[config.mk]
export PLATFORM = sky130hd
export DESIGN_NAME = pipelined_addsub
export DESIGN_NICKNAME = d
export VERILOG_FILES = /design/src/rtl/pipelined_addsub.sv
export SDC_FILE = /design/constraint.sdc
export NUM_CORES = 1
export LEC_CHECK = 0
export ABC_AREA = 1
export ABC_CLOCK_PERIOD_IN_PS = 1900
export BUFFER_PORTS_ARGS = -buffer_cell sky130_fd_sc_hd__buf_2
export CORE_MARGIN = 1.5
export CORE_UTILIZATION = 45
export CTS_BUF_LIST = sky130_fd_sc_hd__clkbuf_4
export DETAILED_ROUTE_END_ITERATION = 8
export PLACE_DENSITY = 0.77
export SETUP_SLACK_MARGIN = 0.3
export SYNTH_ARGS = -nofsm -noshare
export SYNTH_HDL_FRONTEND = slang
export SYNTH_SLANG_ARGS = --single-unit
[constraint.sdc]
create_clock -name clk -period 1.9 [get_ports clk]
set_input_delay 0.285 -clock clk [delete_from_list [all_inputs] [get_ports clk]]
set_output_delay 0.285 -clock clk [all_outputs]
set_load 0.01 [all_outputs]
[src/rtl/pipelined_addsub.sv]
// pipelined_addsub
//   Add/subtract unit whose carry chain is cut into STAGES slices of
//   WIDTH/STAGES bits. Each pipeline stage resolves one slice. The operand
//   bits that are still unresolved move forward in skew registers that shrink
//   by one slice per stage. The result bits already resolved move forward in
//   skew registers that grow by one slice per stage. The final slice writes
//   the output registers directly, so the latency is exactly STAGES cycles.
//
// Ports
//   clk, rst_n            clock, asynchronous active-low reset
//   in_valid / in_ready   operand handshake (in_ready = advance, combinational)
//   op_sub                0 = add, 1 = subtract (sampled with the operands)
//   operand_1, operand_2  WIDTH-bit operands
//   out_valid / out_ready result handshake
//   result                sum or difference, modulo 2^WIDTH
//   carry_out             carry out of the MSB (for subtract: 1 = no borrow)
//   overflow              signed two's-complement overflow
//   zero                  result == 0
module pipelined_addsub #(
    parameter int WIDTH  = 32,
    parameter int STAGES = 2
) (
    input  logic             clk,
    input  logic             rst_n,
    input  logic             in_valid,
    output logic             in_ready,
    input  logic             op_sub,
    input  logic [WIDTH-1:0] operand_1,
    input  logic [WIDTH-1:0] operand_2,
    output logic             out_valid,
    input  logic             out_ready,
    output logic [WIDTH-1:0] result,
    output logic             carry_out,
    output logic             overflow,
    output logic             zero
);
    localparam int SL = WIDTH / STAGES;  // bits resolved per stage
    localparam int L  = STAGES - 1;      // index of the last slice

    // The whole pipeline moves in lockstep. It stalls only when a result is
    // waiting and the consumer is not taking it.
    logic advance;
    assign advance  = !out_valid || out_ready;
    assign in_ready = advance;

    genvar k;
    for (k = 0; k < STAGES; k++) begin : stg
        localparam int RW = WIDTH - k * SL;  // operand bits still unresolved

        // a_cur/b_cur: remaining operand bits, with slice k at the bottom.
        // b_cur is the effective addend (already inverted for subtract).
        logic [RW-1:0]         a_cur;
        logic [RW-1:0]         b_cur;
        logic                  c_cur;
        logic                  v_cur;
        logic [SL:0]           sum;
        logic [(k+1)*SL-1:0]   r_nxt;   // result bits resolved up to this slice

        if (k == 0) begin : g_in
            assign a_cur = operand_1;
            assign b_cur = op_sub ? ~operand_2 : operand_2;
            assign c_cur = op_sub;
            assign v_cur = in_valid;
            assign r_nxt = sum[SL-1:0];
        end else begin : g_reg
            logic [RW-1:0]     a_q;
            logic [RW-1:0]     b_q;
            logic [k*SL-1:0]   r_q;
            logic              c_q;
            logic              v_q;

            always_ff @(posedge clk or negedge rst_n) begin
                if (!rst_n) begin
                    a_q <= '0;
                    b_q <= '0;
                    r_q <= '0;
                    c_q <= 1'b0;
                    v_q <= 1'b0;
                end else if (advance) begin
                    a_q <= stg[k-1].a_cur[RW+SL-1:SL];
                    b_q <= stg[k-1].b_cur[RW+SL-1:SL];
                    r_q <= stg[k-1].r_nxt;
                    c_q <= stg[k-1].sum[SL];
                    v_q <= stg[k-1].v_cur;
                end
            end

            assign a_cur = a_q;
            assign b_cur = b_q;
            assign c_cur = c_q;
            assign v_cur = v_q;
            assign r_nxt = {sum[SL-1:0], r_q};
        end

        assign sum = {1'b0, a_cur[SL-1:0]} + {1'b0, b_cur[SL-1:0]} + {{SL{1'b0}}, c_cur};
    end

    // Final slice completes the word. At this point the top bits of the
    // skewed operands are the MSBs of the effective addends.
    logic [WIDTH-1:0] res_nxt;
    logic             a_msb;
    logic             b_msb;
    logic             ovf_nxt;

    assign res_nxt = stg[L].r_nxt;
    assign a_msb   = stg[L].a_cur[SL-1];
    assign b_msb   = stg[L].b_cur[SL-1];
    assign ovf_nxt = (a_msb == b_msb) && (res_nxt[WIDTH-1] != a_msb);

    always_ff @(posedge clk or negedge rst_n) begin
        if (!rst_n) begin
            out_valid <= 1'b0;
            result    <= '0;
            carry_out <= 1'b0;
            overflow  <= 1'b0;
            zero      <= 1'b0;
        end else if (advance) begin
            out_valid <= stg[L].v_cur;
            result    <= res_nxt;
            carry_out <= stg[L].sum[SL];
            overflow  <= ovf_nxt;
            zero      <= (res_nxt == '0);
        end
    end

endmodule

==> results.cfg <==
[detailed_routing]
dr.pass1.iters = 4
wire_per_inst_um = 13.3
drtIter0Drc = 317
vias_per_cell = 5.01
wl_um = 13500
drcViolationCount = 0
num_vias = 5086
ant_nets = 0

[power_and_ir_drop]
p_seq_share_pct = 38.3
internal-power_uw = 4080
p_sw_uw = 2890
vdd_drop_max_mv = 0.590
power_density_nw_per_um2 = 988
combPwrFrac_pct = 49.0
sw_frac_of_total_pct = 41.4
clockPowerShare_pct = 12.6
p_leak_uw = 0.00366

[place]
portBuffers = 105
gp_congestion = 0.937
dpl.hpwl_um = 9870
dp_slack_ns = -0.270

[logic_synthesis]
syn-num-nets = 810
synthesis.area_um2 = 5300
synth-edff-count = 0
seq_area_frac_synth_pct = 40.6
synth.distinct_cells = 32
synthTopCellsByArea = dfrtp_1, nand2_1, ha_1
synth-seq-cells = 86
yosysTopAreaCellShare_pct = 40.6
syn_inst = 708
async_reset_ff_share_pct = 100
syn_avg_cell_area_um2 = 7.49
yosys_warnings = 0
synth_area_leader_cell = dfrtp_1
synth_ff_type = dfrtp_1

[global_routing]
top_usage_layer = met2
grt-ovfl-total = 0
met2_usage_pct = 34.0
grt_pass1_vias = 4768
antenna_found_initial = 2
grt_pass1_wl_um = 21700
grt_use_met1_pct = 29.5
grt_max_degree = 89
use_met3_pct = 3.21
grt_usage_pct = 21.2

[clocking]
clk_pin_slew_worst_paths_ns = 0.13
cts_tree = yes
clock-root-buffer = clkbuf_4
cts_num_sinks = 86
ctsHtreeMaxLevel = 3
cts_buffer_depth = 2
cts_buffers = 9
clk_latency_ns = 0.45

[timing]
rsz0062_at_grt = yes
clock_skew_ns = 0.0132
finalHoldViolCount = 0
worstMarginPinSlew_ns = 0.468
period_share_pct = 119
layout_min_cycle_time_ns = 2.26
relSlewSlack_pct = 68.8
fmax_ghz = 0.443
report.final.slew_viol_count = 0
setup_viol = 12
worst_slack_ns = -0.355

[floorplan]
start_util_pct = 46.2
die_w_um = 112
dieArea_um2 = 12400
io_pins = 106
core_area_um2 = 11500
rows = 39
die_h_um = 112

[critical_path]
crit_path_max_fanout = 3
cp-endpoint = zero$_DFFE_PN0P_
reg2regPathDepth = 11
end_kind = flop
crit_start = stg[1].a_cur[0]$_DFFE_PN0P_
crit_arrival_ns = 2.65
cp-start-kind = flop
worstPathRequired_ns = 2.30
reg2reg_slack_ns = -0.36
rr_startpoint = stg[1].a_cur[0]$_DFFE_PN0P_
r2r_end = zero$_DFFE_PN0P_
path_class = flop to flop

[job]
max-cap-violations = 0

[run_status]
status = complete, but fails checks
violations = negative setup slack

[layout]
fin_nets = 969
final_common_cell = nand2_1
drive_above_1_share_pct = 32.5
areaGrowthSynthToFinish_pct = 33.0
mostFrequentLayoutCells = nand2_1, buf_2, dfrtp_1
postLayoutCoreUtil_pct = 61.5

[min_path]
hp-class = primary input to flop
[cells in the mapped netlist, types with 5 or more instances]
cell / n
dfrtp_1: 86
nor2_1: 43
inv_1: 49
ha_1: 30
xor2_1: 20
inv_2: 6
nand3_1: 30
buf_2: 5
o21ai_1: 5
nor2_2: 8
nand2_1: 275
a21oi_1: 24
nand4_1: 8
xnor2_1: 21
o21ai_0: 39
nand3b_1: 7
clkbuf_1: 12
nand2_2: 9
[power groups by stage]
stage | Clock [uW] | Combinational (uW) | Sequential [uW]
floorplan | 0 | 1700 | 2750
global placement | 0 | 2850 | 2670
detailed placement | 0 | 2900 | 2690
CTS | 911 | 3160 | 2670
global route | 966 | 3790 | 2740
finish | 879 | 3420 | 2670
[sequential cells by signal (all words and copies together) (netlist names)]
name           count
stg.g_reg.r_q     16
stg.c_cur          1
result            32
stg.g_reg.v_q      1
zero               1
out_valid          1
carry_out          1
stg.b_cur         16
overflow           1
stg.a_cur         16
[per-layer routing]
metal / vias up / part of all wire (%)
li1: 2565 / -
met1: 2384 / 45
met2: 119 / 48
met3: 18 / 4.4
met4: 0 / 1.9
met5: - / 0
[metrics by stage]
step           setup TNS (ns)  total power, uW  hold slack (ns)  std cells  instance area, um2
2_1_floorplan          -0.111             4440          -0.0106        708                5370
3_3_place_gp            -1.35             5520            0.273        981                6360
3_5_place_dp            -2.07             5590            0.271        981                6360
4_1_cts                 -1.02             6750          0.00356       1005                6750
5_1_grt                 -2.75             7500           0.0254       1016                7050
6_report                -1.46             6970           0.0261       1016                7050
[worst min-delay path by stage]
stage,from,to,slack [ns],cells past startpoint
after floorplan,rst_n,carry_out$_DFFE_PN0P_,-0.01,0
after detailed placement,rst_n,stg[1].b_cur[10]$_DFFE_PN0P_,0.27,1
after global routing,operand_1[17],stg[1].a_cur[1]$_DFFE_PN0P_,0.03,3
final,operand_1[26],stg[1].a_cur[10]$_DFFE_PN0P_,0.03,3
after CTS,operand_1[17],stg[1].a_cur[1]$_DFFE_PN0P_,0.004,3
after global placement,rst_n,stg[1].b_cur[10]$_DFFE_PN0P_,0.27,1
[kinds of logic (layout without fill, tap and decap cells)]
group,after synthesis,after routing,share of synthesized area [%]
compound gates,80,80,8.09
xor+xnor,41,41,6.77
fa+ha+maj,33,33,8.21
buf+inv,77,240,5.64
flops,86,86,40.6
other cells,0,2,0
simple gates,391,391,30.7
[critical path: stages (launching register included)]
cell and delay [ns]:
dfrtp_1 0.43, fa_2 0.42, fa_2 0.41, xnor2_2 0.21
nand3_1 0.10, nor2_1 0.12, nand3_1 0.12, nor2_2 0.11
nand2_1 0.07, nor2_2 0.08, nand3_1 0.08, nand2_1 0.06
[cell type report]
cell class                      instances  area (um2)
Timing Repair Buffer                  170        1130
Inverter                               55         219
Fill cell                             965        4410
Clock buffer                            9        67.6
Antenna cell                            2        5.00
Tap cell                              143         179
Clock inverter                          6        40.0
Sequential cell                        86        2150
Multi-Input combinational cell        545        3260
[timing repair]
action | in CTS | in global routing
resized for setup | 44 | 50
endpoints found under the hold margin | 35 | 0
hold buffers | 3 | 0
setup endpoints to repair | 16 | 27
gates cloned | 0 | 1
buffers inserted | 6 | 8
pin swaps | 17 | 48
No activity file was read; power rests on OpenSTA's default activity.
